==> config.mk <==
export PLATFORM = sky130hd
export DESIGN_NAME = iohub_uart_bridge
export DESIGN_NICKNAME = d
export VERILOG_FILES = /design/src/rtl/iohub_pkg.sv /design/src/rtl/iohub_sync_fifo.sv /design/src/rtl/iohub_uart_bridge.sv
export SDC_FILE = /design/constraint.sdc
export NUM_CORES = 1
export LEC_CHECK = 0
export CAP_MARGIN = 20
export CELL_PAD_IN_SITES_DETAIL_PLACEMENT = 0
export CELL_PAD_IN_SITES_GLOBAL_PLACEMENT = 1
export CORE_ASPECT_RATIO = 1.1
export CORE_MARGIN = 2
export CORE_UTILIZATION = 35
export CTS_CLUSTER_DIAMETER = 150
export DETAILED_ROUTE_END_ITERATION = 7
export PLACE_DENSITY = 0.62
export REMOVE_ABC_BUFFERS = 1
export SLEW_MARGIN = 20
export SYNTH_ARGS = -nofsm -noshare
export SYNTH_HDL_FRONTEND = slang
export SYNTH_SLANG_ARGS = --single-unit
==> constraint.sdc <==
create_clock -name clk_i -period 4.1 [get_ports clk_i]
set_clock_uncertainty 0.1 [all_clocks]
set_input_delay 0.615 -clock clk_i [delete_from_list [all_inputs] [get_ports clk_i]]
set_output_delay 0.615 -clock clk_i [all_outputs]
set_load 0.005 [all_outputs]
==> src/rtl/iohub_pkg.sv <==
`default_nettype none
// ============================================================================
// Module      : iohub_pkg
// Description : Shared register map, bit positions and TX state encoding
//               for the IO hub UART bridge.
// Revision    : 1.0
// ============================================================================
package iohub_pkg;

    localparam logic [1:0] REG_STATUS = 2'd0;
    localparam logic [1:0] REG_CTRL   = 2'd1;
    localparam logic [1:0] REG_RXDATA = 2'd2;
    localparam logic [1:0] REG_TXDATA = 2'd3;

    localparam int STAT_RX_EMPTY = 0;
    localparam int STAT_RX_FULL  = 1;
    localparam int STAT_TX_EMPTY = 2;
    localparam int STAT_TX_FULL  = 3;
    localparam int STAT_RX_OVF   = 4;
    localparam int STAT_TX_OVF   = 5;
    localparam int STAT_TX_BUSY  = 6;
    localparam int STAT_RX_COUNT = 7;

    localparam int CTRL_ENABLE    = 0;
    localparam int CTRL_LOOPBACK  = 1;
    localparam int CTRL_RX_IRQ_EN = 2;
    localparam int CTRL_CLR_OVF   = 3;
    localparam int CTRL_FLUSH     = 4;

    typedef enum logic [2:0] {
        IDLE   = 3'd0,
        LOAD   = 3'd1,
        SEND   = 3'd2,
        WSTART = 3'd3,
        WDONE  = 3'd4,
        NEXT   = 3'd5
    } tx_state_t;

endpackage
`default_nettype wire

==> src/rtl/iohub_sync_fifo.sv <==
`default_nettype none
// ============================================================================
// Module      : iohub_sync_fifo
// Description : Synchronous first-word-fall-through FIFO with flush.
// Revision    : 1.0
// ============================================================================
module iohub_sync_fifo #(
    parameter int WIDTH = 16,
    parameter int DEPTH = 16
) (
    input  logic                     clk_i,
    input  logic                     rst_i,
    input  logic                     push,
    input  logic                     pop,
    input  logic                     flush,
    input  logic [WIDTH-1:0]         din,
    output logic [WIDTH-1:0]         dout,
    output logic                     full,
    output logic                     empty,
    output logic [$clog2(DEPTH):0]   count
);
    localparam int AW = $clog2(DEPTH);

    logic [WIDTH-1:0] r_mem [DEPTH];
    logic [AW-1:0]    r_wr_ptr;
    logic [AW-1:0]    r_rd_ptr;
    logic [AW:0]      r_count;
    logic             w_pop;
    logic             w_push;

    assign empty = (r_count == '0);
    assign full  = (r_count == (AW+1)'(DEPTH));
    assign count = r_count;
    assign dout  = r_mem[r_rd_ptr];

    // A push into a full FIFO still lands when a pop frees the slot this cycle.
    assign w_pop  = pop & ~empty;
    assign w_push = push & (~full | w_pop);

    always_ff @(posedge clk_i or posedge rst_i) begin
        if (rst_i) begin
            r_wr_ptr <= '0;
            r_rd_ptr <= '0;
            r_count  <= '0;
        end else if (flush) begin
            r_wr_ptr <= '0;
            r_rd_ptr <= '0;
            r_count  <= '0;
        end else begin
            if (w_push) r_wr_ptr <= r_wr_ptr + 1'b1;
            if (w_pop)  r_rd_ptr <= r_rd_ptr + 1'b1;
            case ({w_push, w_pop})
                2'b10:   r_count <= r_count + 1'b1;
                2'b01:   r_count <= r_count - 1'b1;
                default: r_count <= r_count;
            endcase
        end
    end

    always_ff @(posedge clk_i) begin
        if (w_push && !flush) r_mem[r_wr_ptr] <= din;
    end

endmodule
`default_nettype wire

==> src/rtl/iohub_uart_bridge.sv <==
`default_nettype none
// ============================================================================
// Module      : iohub_uart_bridge
// Description : Packs UART bytes into bus words and back, with per-direction
//               FIFOs and a small CSR block on the io_* slave bus.
// Revision    : 1.0
// ============================================================================
module iohub_uart_bridge
    import iohub_pkg::*;
#(
    parameter int DATA_W = 16,
    parameter int ADDR_W = 16,
    parameter int DEPTH  = 16
) (
    input  logic              clk_i,
    input  logic              rst_i,
    input  logic              io_stb_i,
    input  logic              io_we_i,
    input  logic [ADDR_W-1:0] io_addr_i,
    input  logic [DATA_W-1:0] io_dat_i,
    output logic [DATA_W-1:0] io_dat_o,
    output logic              io_ack_o,
    output logic              irq_o,
    input  logic [7:0]        rx_byte_i,
    input  logic              received_i,
    input  logic              is_transmitting_i,
    output logic [7:0]        tx_byte_o,
    output logic              transmit_o
);
    localparam int NB     = DATA_W / 8;
    localparam int SEL    = $clog2(NB);
    localparam int BC_W   = (NB > 1) ? $clog2(NB) : 1;
    localparam int CNT_W  = $clog2(DEPTH) + 1;
    localparam int STAT_W = (DATA_W > STAT_RX_COUNT + CNT_W) ? DATA_W : STAT_RX_COUNT + CNT_W;
    localparam logic [BC_W-1:0] C_LAST_BYTE = BC_W'(NB - 1);

    logic              r_ack;
    logic [DATA_W-1:0] r_dat;
    logic              r_irq;
    logic              r_enable;
    logic              r_loopback;
    logic              r_irq_en;
    logic              r_rx_ovf;
    logic              r_tx_ovf;
    tx_state_t         r_state;
    tx_state_t         w_state_nxt;
    logic [DATA_W-1:0] r_shift;
    logic [BC_W-1:0]   r_tx_idx;
    logic [DATA_W-1:0] r_asm;
    logic [BC_W-1:0]   r_rx_bc;

    logic [1:0]        w_sel;
    logic              w_accept;
    logic              w_ctrl_wr;
    logic              w_flush;
    logic              w_clr_ovf;
    logic              w_rx_pop;
    logic              w_tx_push;
    logic              w_tx_pop;
    logic              w_transmit;
    logic              w_byte_vld;
    logic [7:0]        w_byte;
    logic [DATA_W-1:0] w_rx_word;
    logic              w_rx_push;
    logic              w_rx_ovf_set;
    logic              w_tx_ovf_set;
    logic [DATA_W-1:0] w_rx_dout;
    logic [DATA_W-1:0] w_tx_dout;
    logic              w_rx_full;
    logic              w_rx_empty;
    logic              w_tx_full;
    logic              w_tx_empty;
    logic [CNT_W-1:0]  w_rx_count;
    logic [CNT_W-1:0]  w_tx_count;
    logic [STAT_W-1:0] w_stat_ext;
    logic [DATA_W-1:0] w_rd_data;
    logic              w_unused;

    assign w_unused = ^{io_addr_i, w_tx_count};

    // Bus decode; every side effect is tied to the acceptance edge.
    assign w_sel     = io_addr_i[SEL+1:SEL];
    assign w_accept  = io_stb_i & ~r_ack;
    assign w_ctrl_wr = w_accept & io_we_i & (w_sel == REG_CTRL);
    assign w_flush   = w_ctrl_wr & io_dat_i[CTRL_FLUSH];
    assign w_clr_ovf = w_ctrl_wr & io_dat_i[CTRL_CLR_OVF];
    assign w_rx_pop  = w_accept & ~io_we_i & (w_sel == REG_RXDATA);
    assign w_tx_push = w_accept & io_we_i & (w_sel == REG_TXDATA);

    iohub_sync_fifo #(.WIDTH(DATA_W), .DEPTH(DEPTH)) u_rx_fifo (
        .clk_i (clk_i),
        .rst_i (rst_i),
        .push  (w_rx_push),
        .pop   (w_rx_pop),
        .flush (w_flush),
        .din   (w_rx_word),
        .dout  (w_rx_dout),
        .full  (w_rx_full),
        .empty (w_rx_empty),
        .count (w_rx_count)
    );

    iohub_sync_fifo #(.WIDTH(DATA_W), .DEPTH(DEPTH)) u_tx_fifo (
        .clk_i (clk_i),
        .rst_i (rst_i),
        .push  (w_tx_push),
        .pop   (w_tx_pop),
        .flush (w_flush),
        .din   (io_dat_i),
        .dout  (w_tx_dout),
        .full  (w_tx_full),
        .empty (w_tx_empty),
        .count (w_tx_count)
    );

    // Overflow only counts a word that is really lost, not one rescued by a
    // same-cycle pop or swallowed by a flush.
    assign w_rx_ovf_set = w_rx_push & w_rx_full & ~(w_rx_pop & ~w_rx_empty) & ~w_flush;
    assign w_tx_ovf_set = w_tx_push & w_tx_full & ~(w_tx_pop & ~w_tx_empty) & ~w_flush;

    // RX assembler: loopback taps the byte the TX side is presenting in SEND.
    assign w_byte     = r_loopback ? r_shift[7:0] : rx_byte_i;
    assign w_byte_vld = r_enable & (r_loopback ? (r_state == SEND) : received_i);
    assign w_rx_push  = w_byte_vld & (r_rx_bc == C_LAST_BYTE);

    always_comb begin
        w_rx_word = r_asm;
        w_rx_word[8*int'(r_rx_bc) +: 8] = w_byte;
    end

    always_ff @(posedge clk_i or posedge rst_i) begin
        if (rst_i) begin
            r_asm   <= '0;
            r_rx_bc <= '0;
        end else if (w_flush || !r_enable) begin
            r_rx_bc <= '0;
        end else if (w_byte_vld) begin
            r_asm   <= w_rx_word;
            r_rx_bc <= (r_rx_bc == C_LAST_BYTE) ? '0 : r_rx_bc + 1'b1;
        end
    end

    // TX FSM
    always_comb begin
        w_state_nxt = r_state;
        w_tx_pop    = 1'b0;
        w_transmit  = 1'b0;
        case (r_state)
            IDLE:    if (r_enable && !w_tx_empty) w_state_nxt = LOAD;
            LOAD: begin
                w_tx_pop    = 1'b1;
                w_state_nxt = SEND;
            end
            SEND: begin
                if (r_loopback) begin
                    w_state_nxt = NEXT;
                end else begin
                    w_transmit  = 1'b1;
                    w_state_nxt = WSTART;
                end
            end
            WSTART:  if (is_transmitting_i) w_state_nxt = WDONE;
            WDONE:   if (!is_transmitting_i) w_state_nxt = NEXT;
            NEXT:    w_state_nxt = (r_tx_idx == C_LAST_BYTE) ? IDLE : SEND;
            default: w_state_nxt = IDLE;
        endcase
        if (w_flush) w_state_nxt = IDLE;
    end

    always_ff @(posedge clk_i or posedge rst_i) begin
        if (rst_i) begin
            r_state  <= IDLE;
            r_shift  <= '0;
            r_tx_idx <= '0;
        end else begin
            r_state <= w_state_nxt;
            if (r_state == LOAD) begin
                r_shift  <= w_tx_dout;
                r_tx_idx <= '0;
            end else if (r_state == NEXT && r_tx_idx != C_LAST_BYTE) begin
                r_shift  <= r_shift >> 8;
                r_tx_idx <= r_tx_idx + 1'b1;
            end
        end
    end

    assign transmit_o = w_transmit;
    assign tx_byte_o  = r_shift[7:0];

    // Register read mux
    always_comb begin
        w_stat_ext                = '0;
        w_stat_ext[STAT_RX_EMPTY] = w_rx_empty;
        w_stat_ext[STAT_RX_FULL]  = w_rx_full;
        w_stat_ext[STAT_TX_EMPTY] = w_tx_empty;
        w_stat_ext[STAT_TX_FULL]  = w_tx_full;
        w_stat_ext[STAT_RX_OVF]   = r_rx_ovf;
        w_stat_ext[STAT_TX_OVF]   = r_tx_ovf;
        w_stat_ext[STAT_TX_BUSY]  = (r_state != IDLE);
        w_stat_ext[STAT_RX_COUNT +: CNT_W] = w_rx_count;
    end

    always_comb begin
        w_rd_data = '0;
        case (w_sel)
            REG_STATUS: w_rd_data = w_stat_ext[DATA_W-1:0];
            REG_CTRL: begin
                w_rd_data[CTRL_ENABLE]    = r_enable;
                w_rd_data[CTRL_LOOPBACK]  = r_loopback;
                w_rd_data[CTRL_RX_IRQ_EN] = r_irq_en;
            end
            REG_RXDATA: w_rd_data = w_rx_empty ? '0 : w_rx_dout;
            default:    w_rd_data = '0;
        endcase
    end

    always_ff @(posedge clk_i or posedge rst_i) begin
        if (rst_i) begin
            r_ack      <= 1'b0;
            r_dat      <= '0;
            r_irq      <= 1'b0;
            r_enable   <= 1'b0;
            r_loopback <= 1'b0;
            r_irq_en   <= 1'b0;
            r_rx_ovf   <= 1'b0;
            r_tx_ovf   <= 1'b0;
        end else begin
            r_ack <= w_accept;
            if (w_accept) r_dat <= io_we_i ? '0 : w_rd_data;
            if (w_ctrl_wr) begin
                r_enable   <= io_dat_i[CTRL_ENABLE];
                r_loopback <= io_dat_i[CTRL_LOOPBACK];
                r_irq_en   <= io_dat_i[CTRL_RX_IRQ_EN];
            end
            r_rx_ovf <= w_rx_ovf_set | (r_rx_ovf & ~w_clr_ovf);
            r_tx_ovf <= w_tx_ovf_set | (r_tx_ovf & ~w_clr_ovf);
            r_irq    <= r_irq_en & ~w_rx_empty;
        end
    end

    assign io_ack_o = r_ack;
    assign io_dat_o = r_dat;
    assign irq_o    = r_irq;

endmodule
`default_nettype wire

==> results_dict.tcl, run 1 <==
set metrics [dict create \
    status "completed" \
    placed_cell_area_um2 26100 \
    ant_nets 0 \
    worst_pin_slew_ns 1.04 \
    yosysUniqueCellTypes 65 \
    clk_pin_slew_ns 0.06 \
    globalRouteTotalUtil 0.163 \
    critical-path-top-delay-family "simple AND/OR/NAND/NOR gates" \
    num-fill-cells 6147 \
    crit_slowest_cell "or4_4" \
    syn-instance-count 1235 \
    syn_to_final_growth_pct 17.2 \
    clk_latency_ns 0.62 \
    cp_cell_sequence "or4_4 > o211a_4 > nand2_1 > inv_2 > fa_1 > a21o_1 > a21oi_1 > mux2i_1 > mux2i_1" \
    grt_pass1_wl_um 84100 \
    cts_max_level 2 \
    fmaxAchievable_mhz 317 \
    post_synth_instance_area_um2 24000 \
    initial_core_util 0.354 \
    grt_overflow 0 \
    synth-seq-cells 598 \
    rsz0062_at_grt "no" \
    worstPathArrival_ns 3.60 \
    grt_pass1_vias 12500 \
    syn_area_per_cell_um2 19.5 \
    hold_class "input port to asynchronous set/reset pin" \
    rows 100 \
    die_w_um 254 \
    cts_resized 0 \
    relSlewSlack 0.304 \
    cts_setup_buffers 0 \
    avgRoutedWirePerCell_um 24.3 \
    fin_ws_ns 0.942 \
    cp_max_fo 10 \
    fin_util 0.415 \
    layout_common_cells "512 x edfxtp_1, 134 x mux4_2, 80 x dfrtp_1, 64 x buf_4, 60 x clkbuf_16" \
    critPathKind "flop to flop" \
    stdcell_area_um2 28200 \
    ir_drop_uv 424 \
    core-area_um2 67800 \
    finalPower_mw 17.3 \
    synth_edf_count 512 \
    nets 1415 \
    fin_crit_sh 0.770 \
    layout_commonest_cell "edfxtp_1" \
    cap_viol_max_count 0 \
    dr.first_iter.drc_count 823 \
    num_io_pins 73 \
    cts_tree "built" \
    pre_cts_ws_ns 0.446 \
    antenna_found_initial 2 \
    place.port_buffers 58 \
    critPathLaunchType "flop" \
    synth-main-ff-cell "edfxtp_1" \
    grt_start_max_net_pins 87 \
    detailroute.via_count 11900 \
    cts_root_buf "clkbuf_16" \
    die_y_um 279 \
    drc_errors 0 \
    fin_setup_tns_ns 0 \
    drt-vias-per-instance 5.12 \
    crit_buf_inv 1 \
    drtPass1Iterations 5 \
    drt_wl_total_um 56500 \
    hold_buffers 0 \
    finalSetupViolations 0 \
    die-area_um2 70800 \
    ys_async_sr_fraction 0.144 \
    gp_congestion 0.750 \
    maxSlewViolCount 0 \
    layout_min_cycle_time_ns 3.16 \
    cts_inserted_buffers 60 \
    ys_seq_area_frac 0.729 \
    slowest_delay_ns 0.62 \
    yosys_warnings 0 \
    cpMostUsedCell "mux2i_1" \
    cts_sinks 598 \
    cts_buffer_depth 3 \
    place_hpwl_um 33700 \
    cp-end-kind "flop" \
    drive_above_1_share 0.259 \
    finalHoldViolCount 0 \
    static-leakage-power_nw 9.29 \
    power_density_nw_per_um2 614 \
    cp.required_ns 4.54 \
]
state kept, by name, summed over array words and instances, names as in the netlist, 4 cells and up:
register,cells
u_rx_fifo.r_mem,256
u_rx_fifo.r_wr_ptr,4
u_rx_fifo.count,5
u_tx_fifo.r_mem,256
u_rx_fifo.r_rd_ptr,4
u_tx_fifo.r_wr_ptr,4
r_shift,16
u_tx_fifo.r_rd_ptr,4
r_asm,16
io_dat_o,16
u_tx_fifo.count,5
power breakdown:
part | leakage [nW] | internal, mW | switching, mW
clock network | 0.974 | 3.25 | 2.30
logic | 2.60 | 1.92 | 1.89
registers | 5.72 | 7.30 | 0.642
total | 9.29 | 12.5 | 4.83
area by class of cell:
cell class,instances,area [um2],area share
Antenna cell,1,2.50,0.0000889
Clock buffer,78,1600,0.0568
Clock inverter,34,405,0.0144
Inverter,20,77.6,0.00275
Multi-Input combinational cell,543,6230,0.221
Sequential cell,598,17500,0.623
Tap cell,918,1150,0.0408
Timing Repair Buffer,127,1160,0.0412
kinds of logic (layout without fill, tap and decap cells):
group                      count (synthesis)  after routing  share of synthesized area
DFF                                      598            598                      0.729
muxes                                    212            212                      0.160
and+or+nand+nor                          168            168                     0.0373
AOI/OAI and AO/OA                        127            127                     0.0387
buffers and inverters                     94            259                     0.0183
adders and majority gates                 19             19                     0.0105
xor gates and xnor gates                  17             17                    0.00619
other                                      0              1                          0
metal layers:
metal / up-vias / track usage / part of all wire
met2: 239 / 0.292 / 0.53
met3: 94 / 0.0249 / 0.041
met1: 6262 / 0.203 / 0.40
met4: 2 / 0.0496 / 0.026
met5: - / 0 / 0.00028
li1: 5265 / - / -
worst paths after layout:
| path | cells past startpoint | to | start | slack [ns] |
|---|---|---|---|---|
| max in group asynchronous | 3 | r_shift[6]$_DFFE_PP0P_ | rst_i | 3.08 |
| hold / removal | 3 | u_rx_fifo.count[3]$_DFFE_PP0P_ | rst_i | 0.36 |
| hold reg to reg | 1 | r_asm[0]$_DFFE_PP0P_ | r_asm[0]$_DFFE_PP0P_ | 0.38 |
| setup reg to reg | 9 | u_rx_fifo.count[4]$_DFFE_PP0P_ | u_rx_fifo.count[0]$_DFFE_PP0P_ | 0.94 |
| setup / recovery | 9 | u_rx_fifo.count[4]$_DFFE_PP0P_ | u_rx_fifo.count[0]$_DFFE_PP0P_ | 0.94 |
| min in group clk_i | 1 | r_asm[0]$_DFFE_PP0P_ | r_asm[0]$_DFFE_PP0P_ | 0.38 |
tightest hold or removal path: cells and delay by family:
kind / cells / cell delay (ns)
buffers and inverters: 3 / 0.90
Yosys cell counts (8+ instances only):
cell | n | share of area
edfxtp_1 | 512 | 0.64
mux4_2 | 134 | 0.13
dfrtp_1 | 86 | 0.090
mux2i_1 | 53 | 0.022
nor2_1 | 51 | 0.0080
nand2_1 | 34 | 0.0053
clkbuf_1 | 31 | 0.0048
a211oi_1 | 27 | 0.0084
a21oi_1 | 24 | 0.0050
buf_2 | 19 | 0.0040
inv_1 | 18 | 0.0028
ha_1 | 17 | 0.0088
nor2b_1 | 17 | 0.0044
a221o_1 | 16 | 0.0067
mux2_1 | 15 | 0.0070
o22ai_1 | 14 | 0.0036
buf_4 | 13 | 0.0041
nand3_1 | 12 | 0.0025
o21ai_1 | 11 | 0.0023
xor2_1 | 11 | 0.0040
nor3_1 | 10 | 0.0021
buf_1 | 9 | 0.0014
mux2_2 | 9 | 0.0042
nor4_1 | 9 | 0.0023
a22o_1 | 8 | 0.0029
per-stage QoR:
step	instances	hold slack (ns)
after floorplan	1161	0.343
after global placement	2206	0.362
after detailed placement	2206	0.374
after CTS	2318	0.387
after global routing	2318	0.398
final	2319	0.364
(Power assumes the default switching activity.)
==> run 2: changes to the inputs <==
==> constraint.sdc (replaced) <==
create_clock -name clk_i -period 3.1 [get_ports clk_i]
set_clock_uncertainty 0.1 [all_clocks]
set_input_delay 0.465 -clock clk_i [delete_from_list [all_inputs] [get_ports clk_i]]
set_output_delay 0.465 -clock clk_i [all_outputs]
set_load 0.005 [all_outputs]
==> results_dict.tcl, run 2 (synthesis results as in run 1) <==
set metrics [dict create \
    fin_ws_ns 0.183 \
    finalSetupViolations 0 \
    regToRegEndpoint "u_rx_fifo.count[4]$_DFFE_PP0P_" \
    fmaxAchievable_mhz 343 \
    grt.met2_usage 0.278 \
    dr.first_iter.drc_count 876 \
    clk_latency_ns 0.62 \
    die_y_um 279 \
    use_met1 0.210 \
    startpoint "u_rx_fifo.count[0]$_DFFE_PP0P_" \
    grt-busiest-layer "met2" \
    cts_inserted_buffers 61 \
    status "completed" \
    pre_cts_ws_ns 0.0171 \
    ant_nets 0 \
    worstPathArrival_ns 3.36 \
    slowest_delay_ns 0.59 \
    relSlewSlack 0.293 \
    drc_errors 0 \
    cpMostUsedCell "mux2i_1" \
    finalPower_mw 23.6 \
    nets 1476 \
    finalHoldViolCount 0 \
    grt_pass1_wl_um 84200 \
    hold_class "input port to asynchronous set/reset pin" \
    avgRoutedWirePerCell_um 23.6 \
    antenna_found_initial 1 \
    grt_start_max_net_pins 45 \
    cp-endpoint "u_rx_fifo.count[4]$_DFFE_PP0P_" \
    cp.required_ns 3.54 \
    drt-vias-per-instance 5.08 \
    place_hpwl_um 36000 \
    cp_cell_sequence "or4_4 > o211a_4 > nand2_1 > inv_2 > buf_4 > fa_1 > a21o_1 > a21oi_1 > mux2i_1 > mux2i_1" \
    fin_crit_sh 0.941 \
    cts_setup_buffers 0 \
    worst-path-stages 10 \
    layout_commonest_cell "edfxtp_1" \
    num_antenna_cells 0 \
    cts_root_buf "clkbuf_16" \
    reg2reg_setup_slack_ns 0.18 \
    initial_core_util 0.354 \
    detailroute.via_count 12100 \
    layout_common_cells "512 x edfxtp_1, 134 x mux4_2, 104 x buf_4, 80 x dfrtp_1, 63 x clkbuf_16" \
    drt_wl_total_um 56100 \
    reg2reg_from "u_rx_fifo.count[0]$_DFFE_PP0P_" \
    stdcell_area_um2 29000 \
    cts_buffer_depth 3 \
    globalRouteTotalUtil 0.162 \
    place.port_buffers 58 \
    cp-end-kind "flop" \
    cts_max_level 2 \
    cap_viol_max_count 0 \
    critPathKind "flop to flop" \
    met3_usage 0.0267 \
    worst_pin_slew_ns 1.06 \
    r2r_cells 10 \
    fin_setup_tns_ns 0 \
    placed_cell_area_um2 26800 \
    cp_max_fo 7 \
    power_density_nw_per_um2 814 \
    rsz0062_at_grt "no" \
    maxSlewViolCount 0 \
    gp_congestion 0.760 \
    num-fill-cells 6053 \
    static-leakage-power_nw 9.74 \
    crit_slowest_cell "or4_4" \
    core-area_um2 67800 \
    ir_drop_uv 526 \
    crit_buf_inv 2 \
    drive_above_1_share 0.294 \
    die_w_um 254 \
    largest_registers "u_rx_fifo.r_mem: 256 flops, u_tx_fifo.r_mem: 256 flops" \
    cts_tree "built" \
    layout_min_cycle_time_ns 2.92 \
    critPathLaunchType "flop" \
    syn_to_final_growth_pct 20.6 \
    drtPass1Iterations 5 \
    num_io_pins 73 \
    grt_overflow 0 \
    clk_pin_slew_ns 0.07 \
    rows 100 \
    cts_sinks 598 \
    die-area_um2 70800 \
    grt_pass1_vias 12900 \
    critical-path-top-delay-family "simple AND/OR/NAND/NOR gates" \
]
run 2: cell type report:
type | instances | area (um2) | share of cell area
clock buffer | 80 | 1690 | 0.0583
sequential | 598 | 17500 | 0.605
tap | 918 | 1150 | 0.0396
inverter | 20 | 77.6 | 0.00268
multi-input combinational | 543 | 6220 | 0.214
timing repair buffer | 187 | 1860 | 0.0642
clock inverter | 36 | 463 | 0.0160
run 2: through the flow:
stage / util / hold WS (ns) / cells
4_1_cts: 0.427 / 0.171 / 2382
5_1_grt: 0.428 / 0.206 / 2382
3_3_place_gp: 0.395 / 0.363 / 2266
3_5_place_dp: 0.395 / 0.375 / 2266
2_1_floorplan: - / 0.343 / 1161
6_report: 0.428 / 0.164 / 2382
run 2: where the power goes:
| part | switching [mW] | internal, mW |
|---|---|---|
| logic | 2.72 | 2.76 |
| registers | 0.688 | 9.66 |
| clock network | 3.09 | 4.68 |
run 2: how the worst min path moves through the flow:
| stage | from | to | slack, ns | cells after the start |
|---|---|---|---|---|
| finish | rst_i | io_dat_o[11]$_DFFE_PP0N_ | 0.16 | 2 |
| global route | rst_i | io_dat_o[11]$_DFFE_PP0N_ | 0.21 | 2 |
| CTS | rst_i | u_tx_fifo.count[0]$_DFFE_PP0P_ | 0.17 | 2 |
| detailed placement | r_asm[7]$_DFFE_PP0P_ | r_asm[7]$_DFFE_PP0P_ | 0.37 | 1 |
| global placement | r_asm[0]$_DFFE_PP0P_ | r_asm[0]$_DFFE_PP0P_ | 0.36 | 1 |
| floorplan | r_rx_ovf$_DFF_PP0_ | r_rx_ovf$_DFF_PP0_ | 0.34 | 2 |
run 2: metal layers:
metal  share of wire  vias up
met2            0.51      240
met4           0.024        2
met3           0.041       79
met5         0.00023        -
li1                -     5387
met1            0.42     6381
run 2: timing repair:
action / 4_1_cts / 5_1_grt
setup endpoints to repair: 1 / 0
resized for setup: 1 / 0
hold buffers: 0 / 0
